`src/rtl/bist_pkg.sv`:
```
// bist_pkg: shared definitions for the BIST controller.
// Holds the datapath width, default run parameters, the FSM state encoding
// and the state-to-control decode used to build the registered outputs.
package bist_pkg;

  localparam int BIST_W = 7;
  localparam int DEF_N_PATTERNS = 127;
  localparam logic [BIST_W-1:0] DEF_GOLDEN_SIG = 7'h2A;

  // State encoding kept as plain constants for legacy tool compatibility.
  typedef logic [2:0] state_t;
  localparam state_t ST_IDLE    = 3'd0;
  localparam state_t ST_INIT    = 3'd1;
  localparam state_t ST_RUN     = 3'd2;
  localparam state_t ST_FLUSH   = 3'd3;
  localparam state_t ST_COMPARE = 3'd4;
  localparam state_t ST_DONE    = 3'd5;

  typedef struct packed {
    logic lfsr_enable;
    logic lfsr_reset;
    logic misr_enable;
    logic misr_reset;
    logic test_mode;
    logic busy;
    logic done;
  } ctrl_t;

  // Moore decode: control outputs depend only on the state.
  function automatic ctrl_t decode_ctrl(input state_t st);
    ctrl_t c;
    c = '{default: 1'b0};
    case (st)
      ST_IDLE: c = '{default: 1'b0};
      ST_INIT: begin
        c.lfsr_reset = 1'b1;
        c.misr_reset = 1'b1;
        c.test_mode  = 1'b1;
        c.busy       = 1'b1;
      end
      ST_RUN: begin
        c.lfsr_enable = 1'b1;
        c.misr_enable = 1'b1;
        c.test_mode   = 1'b1;
        c.busy        = 1'b1;
      end
      ST_FLUSH: begin
        c.misr_enable = 1'b1;
        c.test_mode   = 1'b1;
        c.busy        = 1'b1;
      end
      ST_COMPARE: c.busy = 1'b1;
      ST_DONE:    c.done = 1'b1;
      default:    c = '{default: 1'b0};
    endcase
    return c;
  endfunction

endpackage

```
`src/rtl/bist_if.sv`:
```
// bist_if: bundles the BIST request/status signals and the LFSR/MISR
// control and observation lines.
//   master : test requester / environment (drives start, abort, lfsr_x, misr_sig)
//   slave  : bist_ctrl (drives LFSR/MISR controls and run status)
interface bist_if;
  import bist_pkg::*;

  logic              start;
  logic              abort;
  logic [BIST_W-1:0] lfsr_x;
  logic [BIST_W-1:0] misr_sig;
  logic              lfsr_enable;
  logic              lfsr_reset;
  logic              misr_enable;
  logic              misr_reset;
  logic              test_mode;
  logic              busy;
  logic              done;
  logic              pass;
  logic              error;
  logic [BIST_W-1:0] pattern_cnt;

  modport master (
    output start, abort, lfsr_x, misr_sig,
    input  lfsr_enable, lfsr_reset, misr_enable, misr_reset,
    input  test_mode, busy, done, pass, error, pattern_cnt
  );

  modport slave (
    input  start, abort, lfsr_x, misr_sig,
    output lfsr_enable, lfsr_reset, misr_enable, misr_reset,
    output test_mode, busy, done, pass, error, pattern_cnt
  );

endinterface

```
`src/rtl/bist_pattern_counter.sv`:
```
// bist_pattern_counter: saturating pattern counter for one BIST run.
//   clk, reset : clock and synchronous active-low reset
//   clr        : load zero (wins over inc)
//   inc        : advance by one; ignored once terminal count is reached
//   cnt        : current count
//   tc         : count equals TERMINAL
module bist_pattern_counter
  import bist_pkg::*;
#(
  parameter int W        = BIST_W,
  parameter int TERMINAL = DEF_N_PATTERNS - 1
) (
  input  logic         clk,
  input  logic         reset,
  input  logic         clr,
  input  logic         inc,
  output logic [W-1:0] cnt,
  output logic         tc
);

  localparam logic [W-1:0] TC_VAL = W'(TERMINAL);

  logic [W-1:0] cnt_q;
  logic [W-1:0] cnt_d;

  assign tc  = (cnt_q == TC_VAL);
  assign cnt = cnt_q;

  // Next count: holding at terminal count keeps the counter from wrapping.
  always_comb begin
    cnt_d = cnt_q;
    if (clr) begin
      cnt_d = {W{1'b0}};
    end else if (inc && !tc) begin
      cnt_d = cnt_q + {{(W-1){1'b0}}, 1'b1};
    end else begin
      cnt_d = cnt_q;
    end
  end

  // Count register with synchronous active-low reset.
  always_ff @(posedge clk) begin
    if (!reset) begin
      cnt_q <= {W{1'b0}};
    end else begin
      cnt_q <= cnt_d;
    end
  end

endmodule

```
`src/rtl/bist_ctrl.sv`:
```
// bist_ctrl: Moore FSM sequencing one LFSR/MISR BIST run
// (IDLE -> INIT -> RUN -> FLUSH -> COMPARE -> DONE).
//   clk, reset : clock and synchronous active-low reset
//   bus        : bist_if.slave -- start/abort requests, LFSR state and MISR
//                signature in; LFSR/MISR controls, busy/done/pass/error and
//                pattern_cnt out. All outputs come straight from flops.
module bist_ctrl
  import bist_pkg::*;
#(
  parameter int                N_PATTERNS = DEF_N_PATTERNS,
  parameter logic [BIST_W-1:0] GOLDEN_SIG = DEF_GOLDEN_SIG
) (
  input  logic clk,
  input  logic reset,
  bist_if.slave bus
);

  state_t state_q, state_d;
  ctrl_t  ctrl_q, ctrl_d;
  logic   pass_q, pass_d;
  logic   error_q, error_d;

  logic              cnt_clr_s;
  logic              cnt_inc_s;
  logic              tc_s;
  logic              lockup_s;
  logic [BIST_W-1:0] cnt_s;

  assign lockup_s = (bus.lfsr_x == {BIST_W{1'b0}});

  // Counter clears on the way into IDLE/INIT so both show zero.
  assign cnt_clr_s = (state_d == ST_IDLE) || (state_d == ST_INIT);
  assign cnt_inc_s = (state_q == ST_RUN);

  bist_pattern_counter #(
    .W        (BIST_W),
    .TERMINAL (N_PATTERNS - 1)
  ) u_cnt (
    .clk   (clk),
    .reset (reset),
    .clr   (cnt_clr_s),
    .inc   (cnt_inc_s),
    .cnt   (cnt_s),
    .tc    (tc_s)
  );

  // Next-state logic: abort beats everything outside IDLE, lock-up beats terminal count.
  always_comb begin
    state_d = state_q;
    if ((state_q != ST_IDLE) && bus.abort) begin
      state_d = ST_IDLE;
    end else begin
      case (state_q)
        ST_IDLE: begin
          if (bus.start && !bus.abort) state_d = ST_INIT;
          else                         state_d = ST_IDLE;
        end
        ST_INIT: state_d = ST_RUN;
        ST_RUN: begin
          if (lockup_s)  state_d = ST_DONE;
          else if (tc_s) state_d = ST_FLUSH;
          else           state_d = ST_RUN;
        end
        ST_FLUSH:   state_d = ST_COMPARE;
        ST_COMPARE: state_d = ST_DONE;
        ST_DONE: begin
          if (bus.start) state_d = ST_INIT;
          else           state_d = ST_DONE;
        end
        default: state_d = ST_IDLE;
      endcase
    end
  end

  // Result flags: cleared on leaving a result, loaded at COMPARE or on lock-up.
  always_comb begin
    pass_d  = pass_q;
    error_d = error_q;
    if ((state_d == ST_IDLE) || (state_d == ST_INIT)) begin
      pass_d  = 1'b0;
      error_d = 1'b0;
    end else if (state_q == ST_COMPARE) begin
      pass_d  = (bus.misr_sig == GOLDEN_SIG);
      error_d = error_q;
    end else if ((state_q == ST_RUN) && (state_d == ST_DONE)) begin
      pass_d  = 1'b0;
      error_d = 1'b1;
    end else begin
      pass_d  = pass_q;
      error_d = error_q;
    end
  end

  // Decoding from the next state lets the controls sit in flops with Moore timing.
  always_comb begin
    ctrl_d = decode_ctrl(state_d);
  end

  // State, result and control registers.
  always_ff @(posedge clk) begin
    if (!reset) begin
      state_q <= ST_IDLE;
      pass_q  <= 1'b0;
      error_q <= 1'b0;
      ctrl_q  <= '{default: 1'b0};
    end else begin
      state_q <= state_d;
      pass_q  <= pass_d;
      error_q <= error_d;
      ctrl_q  <= ctrl_d;
    end
  end

  assign bus.lfsr_enable = ctrl_q.lfsr_enable;
  assign bus.lfsr_reset  = ctrl_q.lfsr_reset;
  assign bus.misr_enable = ctrl_q.misr_enable;
  assign bus.misr_reset  = ctrl_q.misr_reset;
  assign bus.test_mode   = ctrl_q.test_mode;
  assign bus.busy        = ctrl_q.busy;
  assign bus.done        = ctrl_q.done;
  assign bus.pass        = pass_q;
  assign bus.error       = error_q;
  assign bus.pattern_cnt = cnt_s;

endmodule

```
`src/flat_wrapper.sv`:
```
// flat-port wrapper written by rule: the top's interface ports become plain ports
module bist_ctrl_flat import bist_pkg::*;
#(
  parameter int                N_PATTERNS = DEF_N_PATTERNS,
  parameter logic [BIST_W-1:0] GOLDEN_SIG = DEF_GOLDEN_SIG
)
  (clk, reset, bus_start, bus_abort, bus_lfsr_x, bus_misr_sig, bus_lfsr_enable, bus_lfsr_reset, bus_misr_enable, bus_misr_reset, bus_test_mode, bus_busy, bus_done, bus_pass, bus_error, bus_pattern_cnt);
  bist_if bus_i ();
  input  logic clk;
  input  logic reset;
  input wire logic [$bits(bus_i.start)-1:0] bus_start;
  input wire logic [$bits(bus_i.abort)-1:0] bus_abort;
  input wire logic [$bits(bus_i.lfsr_x)-1:0] bus_lfsr_x;
  input wire logic [$bits(bus_i.misr_sig)-1:0] bus_misr_sig;
  output wire logic [$bits(bus_i.lfsr_enable)-1:0] bus_lfsr_enable;
  output wire logic [$bits(bus_i.lfsr_reset)-1:0] bus_lfsr_reset;
  output wire logic [$bits(bus_i.misr_enable)-1:0] bus_misr_enable;
  output wire logic [$bits(bus_i.misr_reset)-1:0] bus_misr_reset;
  output wire logic [$bits(bus_i.test_mode)-1:0] bus_test_mode;
  output wire logic [$bits(bus_i.busy)-1:0] bus_busy;
  output wire logic [$bits(bus_i.done)-1:0] bus_done;
  output wire logic [$bits(bus_i.pass)-1:0] bus_pass;
  output wire logic [$bits(bus_i.error)-1:0] bus_error;
  output wire logic [$bits(bus_i.pattern_cnt)-1:0] bus_pattern_cnt;
  assign bus_i.start = bus_start;
  assign bus_i.abort = bus_abort;
  assign bus_i.lfsr_x = bus_lfsr_x;
  assign bus_i.misr_sig = bus_misr_sig;
  assign bus_lfsr_enable = bus_i.lfsr_enable;
  assign bus_lfsr_reset = bus_i.lfsr_reset;
  assign bus_misr_enable = bus_i.misr_enable;
  assign bus_misr_reset = bus_i.misr_reset;
  assign bus_test_mode = bus_i.test_mode;
  assign bus_busy = bus_i.busy;
  assign bus_done = bus_i.done;
  assign bus_pass = bus_i.pass;
  assign bus_error = bus_i.error;
  assign bus_pattern_cnt = bus_i.pattern_cnt;
  bist_ctrl #(.N_PATTERNS(N_PATTERNS), .GOLDEN_SIG(GOLDEN_SIG)) u_core (.clk(clk), .reset(reset), .bus(bus_i));
endmodule
```
`config.mk`:
```
export PLATFORM = sky130hd
export DESIGN_NAME = bist_ctrl_flat
export DESIGN_NICKNAME = d
export VERILOG_FILES = /design/src/rtl/bist_pkg.sv /design/src/rtl/bist_if.sv /design/src/rtl/bist_pattern_counter.sv /design/src/rtl/bist_ctrl.sv /design/src/flat_wrapper.sv
export SDC_FILE = /design/constraint.sdc
export NUM_CORES = 1
export LEC_CHECK = 0
export ABC_CLOCK_PERIOD_IN_PS = 1500
export BUFFER_PORTS_ARGS = -buffer_cell sky130_fd_sc_hd__buf_2
export CORE_ASPECT_RATIO = 0.9
export CORE_MARGIN = 4
export CORE_UTILIZATION = 41
export CTS_CLUSTER_DIAMETER = 60
export DETAILED_ROUTE_END_ITERATION = 12
export PLACE_DENSITY = 0.73
export SLEW_MARGIN = 10
export SYNTH_ARGS = -nofsm -noshare
export SYNTH_HDL_FRONTEND = slang
export SYNTH_SLANG_ARGS = --single-unit
export TNS_END_PERCENT = 30
```
`constraint.sdc`:
```
create_clock -name clk -period 1.5 [get_ports clk]
set_input_delay 0 -clock clk [delete_from_list [all_inputs] [get_ports clk]]
set_output_delay 0 -clock clk [all_outputs]
set_load 0.01 [all_outputs]
```
; ---- After elaboration in Yosys (flattened, before gate mapping)
; Index checks and enable logic that the tools add are counted.
; W data, S select, Z words.
[classes]
n_mux = 14
n_bitwise = 2
n_addsub = 1
n_reduce_logical = 17
eq_ne = 12
[op_table]
columns = op, count
row1 = $pmux W3 S6, 1
row2 = $eq A3 B2 Y1 const B, 4
row3 = $eq A3 B3 Y1 const B, 4
row4 = $mux W1, 10
row5 = $mux W3, 3
row6 = $add A7 B1 Y7 const B, 1
row7 = $eq A7 B6 Y1 const B, 1
row8 = $eq A7 B7 Y1 const B, 1
row9 = $logic_not A7 Y1, 1
row10 = $eq A3 B1 Y1 const B, 2
row11 = $logic_not A3 Y1, 2
row12 = $logic_and A1 B1 Y1, 4
row13 = $reduce_or A2 Y1, 2
row14 = $reduce_or A4 Y1, 1
row15 = $reduce_bool A3 Y1, 1
row16 = $reduce_or A3 Y1, 1
row17 = $logic_not A1 Y1, 2
row18 = $not A1 Y1, 2
row19 = $reduce_and A2 Y1, 1
row20 = $reduce_bool A2 Y1, 1
row21 = $logic_or A1 B1 Y1, 1
[totals]
in_bits = 18
out_inout_bits = 16
register_bits = 18
word_cells = 56

; ---- Depth between registers and ports, before layout
[logic_depth]
word_depth = 9
mapped_depth = 6
depth_no_buf = 6

; ---- Cells and area by module
; Synthesis repeated with hierarchy kept, for this count alone.
[hier_totals]
cells_unflattened = 108
area_unflattened_um2 = 923.4
[modules_own_cells]
columns = mod, cells_per_inst, area_each_um2, n_inst, seq_area_each_um2
row1 = bist_ctrl, 63, 534.3, 1, 220.2
row2 = bist_pattern_counter, 45, 389.1, 1, 140.1

; ---- Worst setup path before layout
; OpenSTA, ideal clock, no wires.
[synth_timing]
path_type = register to register
startpoint = register u_core.state_q[1]
endpoint = register u_core.u_cnt.cnt_q[3] (netlist: u_core.u_cnt.cnt[3])
t_required_ns = 1.379
synth_period_minus_slack_ns = 1.482
stages_incl_launch_ff = 6
t_arrival_ns = 1.361
setup_ns = 0.121
slack_ns = 0.018
n_path_buf = 0
cell_sequence = dfxtp_1 or3b_4 a31oi_4 nand4_1 xor2_1 nor2_1
[synth_between]
elab_chain_len = 6
word_cells_on_any_way = 15
classes_between = eq/ne (6) / mux (2) / reduce/logical (7)
[synth_rtl]
columns = item, line_no
row1 = "start, declared", bist_ctrl.sv:18  ; state_t state_q, state_d;
row2 = "start signal, assigned", bist_ctrl.sv:107  ; state_q <= state_d;
row3 = $eq A3 B3 Y1 (tied with other cells), bist_ctrl.sv:53  ; case (state_q)
row4 = $pmux W3 S6 or $logic_and A1 B1 Y1 (tied branches), "bist_ctrl.sv:53, bist_ctrl.sv:50"
row5 = $mux W3, bist_ctrl.sv:50  ; if ((state_q != ST_IDLE) && bus.abort) begin
row6 = $eq A3 B1 Y1 or $logic_not A3 Y1 (tied branches), bist_ctrl.sv:32  ; assign cnt_clr_s = (state_d == ST_IDLE) || (state_d == ST_INIT);
row7 = $logic_or A1 B1 Y1, bist_ctrl.sv:32
row8 = $reduce_or A2 Y1 (no source line), n/a
row9 = "end signal, assigned", bist_pattern_counter.sv:44  ; cnt_q <= {W{1'b0}};
row10 = "end signal, assigned", bist_pattern_counter.sv:46  ; cnt_q <= cnt_d;
row11 = "end, declared", bist_pattern_counter.sv:23  ; logic [W-1:0] cnt_q;
; Parallel ways exist; a longest one is shown, timed or not.
; A chain may end at the register's enable or synchronous reset.

; ---- Worst setup path in the final report
[layout_timing]
startpoint = register u_core.state_q[0]
endpoint = register u_core.u_cnt.cnt_q[3] (netlist: u_core.u_cnt.cnt[3])
; Same word-level chain as after synthesis.

==> impl_metrics.ini <==
[global_routing]
grt_pass1_wl_mm = 3.08
grt_pass1_vias = 726
antenna_found_initial = 0
grtUsageMet3_pct = 2.67
grt_max_degree = 11
met2_usage_pct = 24.6
grt_busiest_layer = met2
grt_overflow = 0
grtUsageMet1_pct = 19.3
grt_use_total_pct = 14.9

[logic_synthesis]
synthFlopType = dfxtp_1
yosysWarnings = 0
synthDistinctLibCells = 32
synth-seq-cells = 18
syn-instance-count = 88
syn_nets = 108
syn_area_um2 = 820
yosysSeqAreaShare_pct = 44.0
synth_top_area_share_pct = 44.0
synth_edf_count = 0
syn_area_per_cell_um2 = 9.31
synthArstFlopShare_pct = 0
synth_largest_area_cell = dfxtp_1
yosys-top-cells-area = dfxtp_1 (44%), nor2_1 (6.9%), xor2_1 (5.3%)

[route]
drt-initial-drc-count = 13
vias = 799
routedWlPerCell_um = 12.4
wirelength_mm = 1.95
drcViolationCount = 0
viasPerCell = 5.06
antenna_left = 0
dr.pass1.iters = 4

[clock_tree]
cts_tree = done
cts_root_buf = clkbuf_4
htree_levels = 1
cts_sinks = 18
ctsHoldBuffers = 0
cts_buffers = 3
cts_buffer_depth = 2
clk_latency_ps = 280
clk_pin_slew_ps = 100

[pwr]
p_per_area_nw_per_um2 = 754
power.total_mw = 0.856
power_leakage_nw = 0.536
ir_worst_vdd_v = 0.000439

[floorplan]
initial_utilization_pct = 42.8
die_width_um = 55.1
rows = 15
dieHeight_um = 50.4
io_pins = 34
core_area_um2 = 1910
die_area_um2 = 2780

[critical_path]
path_cells = or3b_4, a31oi_4, nand4_1, xor2_1, nor2_1
cp.required_ps = 1680
cp-start-kind = register
slowest_stage = or3b_4
path_max_fanout = 7
crit_type = reg2reg
cp_data_arrival_time_ps = 1680
endpoint_kind = register
critPathTopFamily = simple AND/OR/NAND/NOR gates
path_buf_inv = 0
slowest_delay_ps = 420

[placement]
post_dp_cell_area_um2 = 1070
gp_congestion = 0.768
hpwl_mm = 1.51
place_inst = 153
portBuffers = 33

[worst_hold_path]
hold_path.class = in2reg

[cells_and_area]
fin_nets = 154
instances_no_fill = 158
final_area_um2 = 1130
antennaDiodeCount = 0
syn2layout_area_growth_pct = 38.5
fillers = 174
largest_register_ffs = 7
drive_gt1_share_pct = 44.4

[timing]
slew_headroom_pct = 71.0
fin_skew_ps = 2.14
fin_crit_ps = 1500
final.period_utilization_pct = 99.8
slew_viol_final = 0
final_hold_viol_count = 0
setup_viol = 0
grt_setup_unrepaired = yes
max_freq_ghz = 0.668
worstMarginPinSlew_ps = 435
finalSetupTns_ps = 0

[run]
maxCapViolCount = 0

[run_status]
status = finished, final reports clean
logic make-up after synthesis:
kind of cell,Yosys count,share of synthesized area [%]
and+or+nand+nor,41,26.4
adders and majority gates,2,3.05
AOI/OAI and AO/OA,17,17.9
xor gates and xnor gates,6,6.41
DFF,18,44.0
buffers and inverters,4,2.29
path summary, 6_finish.rpt:
| check | start | endpoint | slack, ps | depth (start not counted) |
|---|---|---|---|---|
| worst max-delay path | u_core.state_q[0]$_SDFF_PN0_ | u_core.u_cnt.cnt[3]$_SDFFE_PP0P_ | 2 | 5 |
| worst min-delay path | reset | u_core.state_q[0]$_SDFF_PN0_ | 8 | 2 |
| worst max register to register | u_core.state_q[0]$_SDFF_PN0_ | u_core.u_cnt.cnt[3]$_SDFFE_PP0P_ | 2 | 5 |
| worst min register to register | u_core.bus.error$_SDFFE_PP0P_ | u_core.bus.error$_SDFFE_PP0P_ | 480 | 1 |
worst reg2reg max path, cell delays in order (launching register included):
cell and delay (ps):
dfxtp_2 340, or3b_4 420, a31oi_4 240, nand4_1 140, xor2_1 190, nor2_1 60
synth_stat cells (2+ instances only):
library cell   n
xor2_1         5
and3_1         2
inv_1          3
nand4_1        3
nand3_1        4
and4_1         2
nor3_1         2
ha_1           2
dfxtp_1       18
nand2_1        6
nor2_1        15
nor4_1         2
a21oi_1        5
final cells by class:
type	instances	area [µm²]	area share (%)
Tap cell	25	31.3	2.76
Clock buffer	4	36.3	3.20
Multi-Input combinational cell	66	460	40.6
Sequential cell	18	363	32.0
Timing Repair Buffer	42	233	20.5
Inverter	3	11.3	0.992
cell usage in the layout (no fill, tap or decap), drive strengths merged:
cell type,instances
buf,42
dfxtp,18
nor2,15
nand2,6
xor2,5
a21oi,5
nand3,4
clkbuf,4
inv,3
nand4,3
nor3,2
and4,2
and3,2
ha,2
nor4,2
o22a,2
a21o,2
and3b,1
or3b,1
a22o,1
nor4b,1
and4b,1
o311ai,1
o22ai,1
o21ai,1
a31oi,1
a211oi,1
xnor2,1
and2,1
o211a,1
o21a,1
power by group:
group          switching (mW)  internal, mW
logic                  0.0392        0.0394
registers             0.00238         0.485
clock network           0.142         0.148
layer usage:
layer / up-vias / wire length, µm
met4: 0 / 12
met3: 2 / 153
li1: 411 / -
met1: 360 / 807
met5: - / 0
met2: 26 / 980
repair_timing:
action                     4_1_cts  5_1_grt
setup buffers                    0        1
pin swaps                        0        6
gates resized for setup          1        6
setup endpoints to repair        3       15
per-stage QoR:
step                      utilization, %  hold WS, ps  setup slack [ps]
after CTS                           58.0         1.47            -0.219
after detailed placement            55.8          308              6.77
after global placement              55.8          302              59.9
after global routing                59.3         17.9              -103
after floorplan                        -          122              17.7
final                               59.3         8.30              2.27
Note: power is estimated with default switching activity, not from simulation.
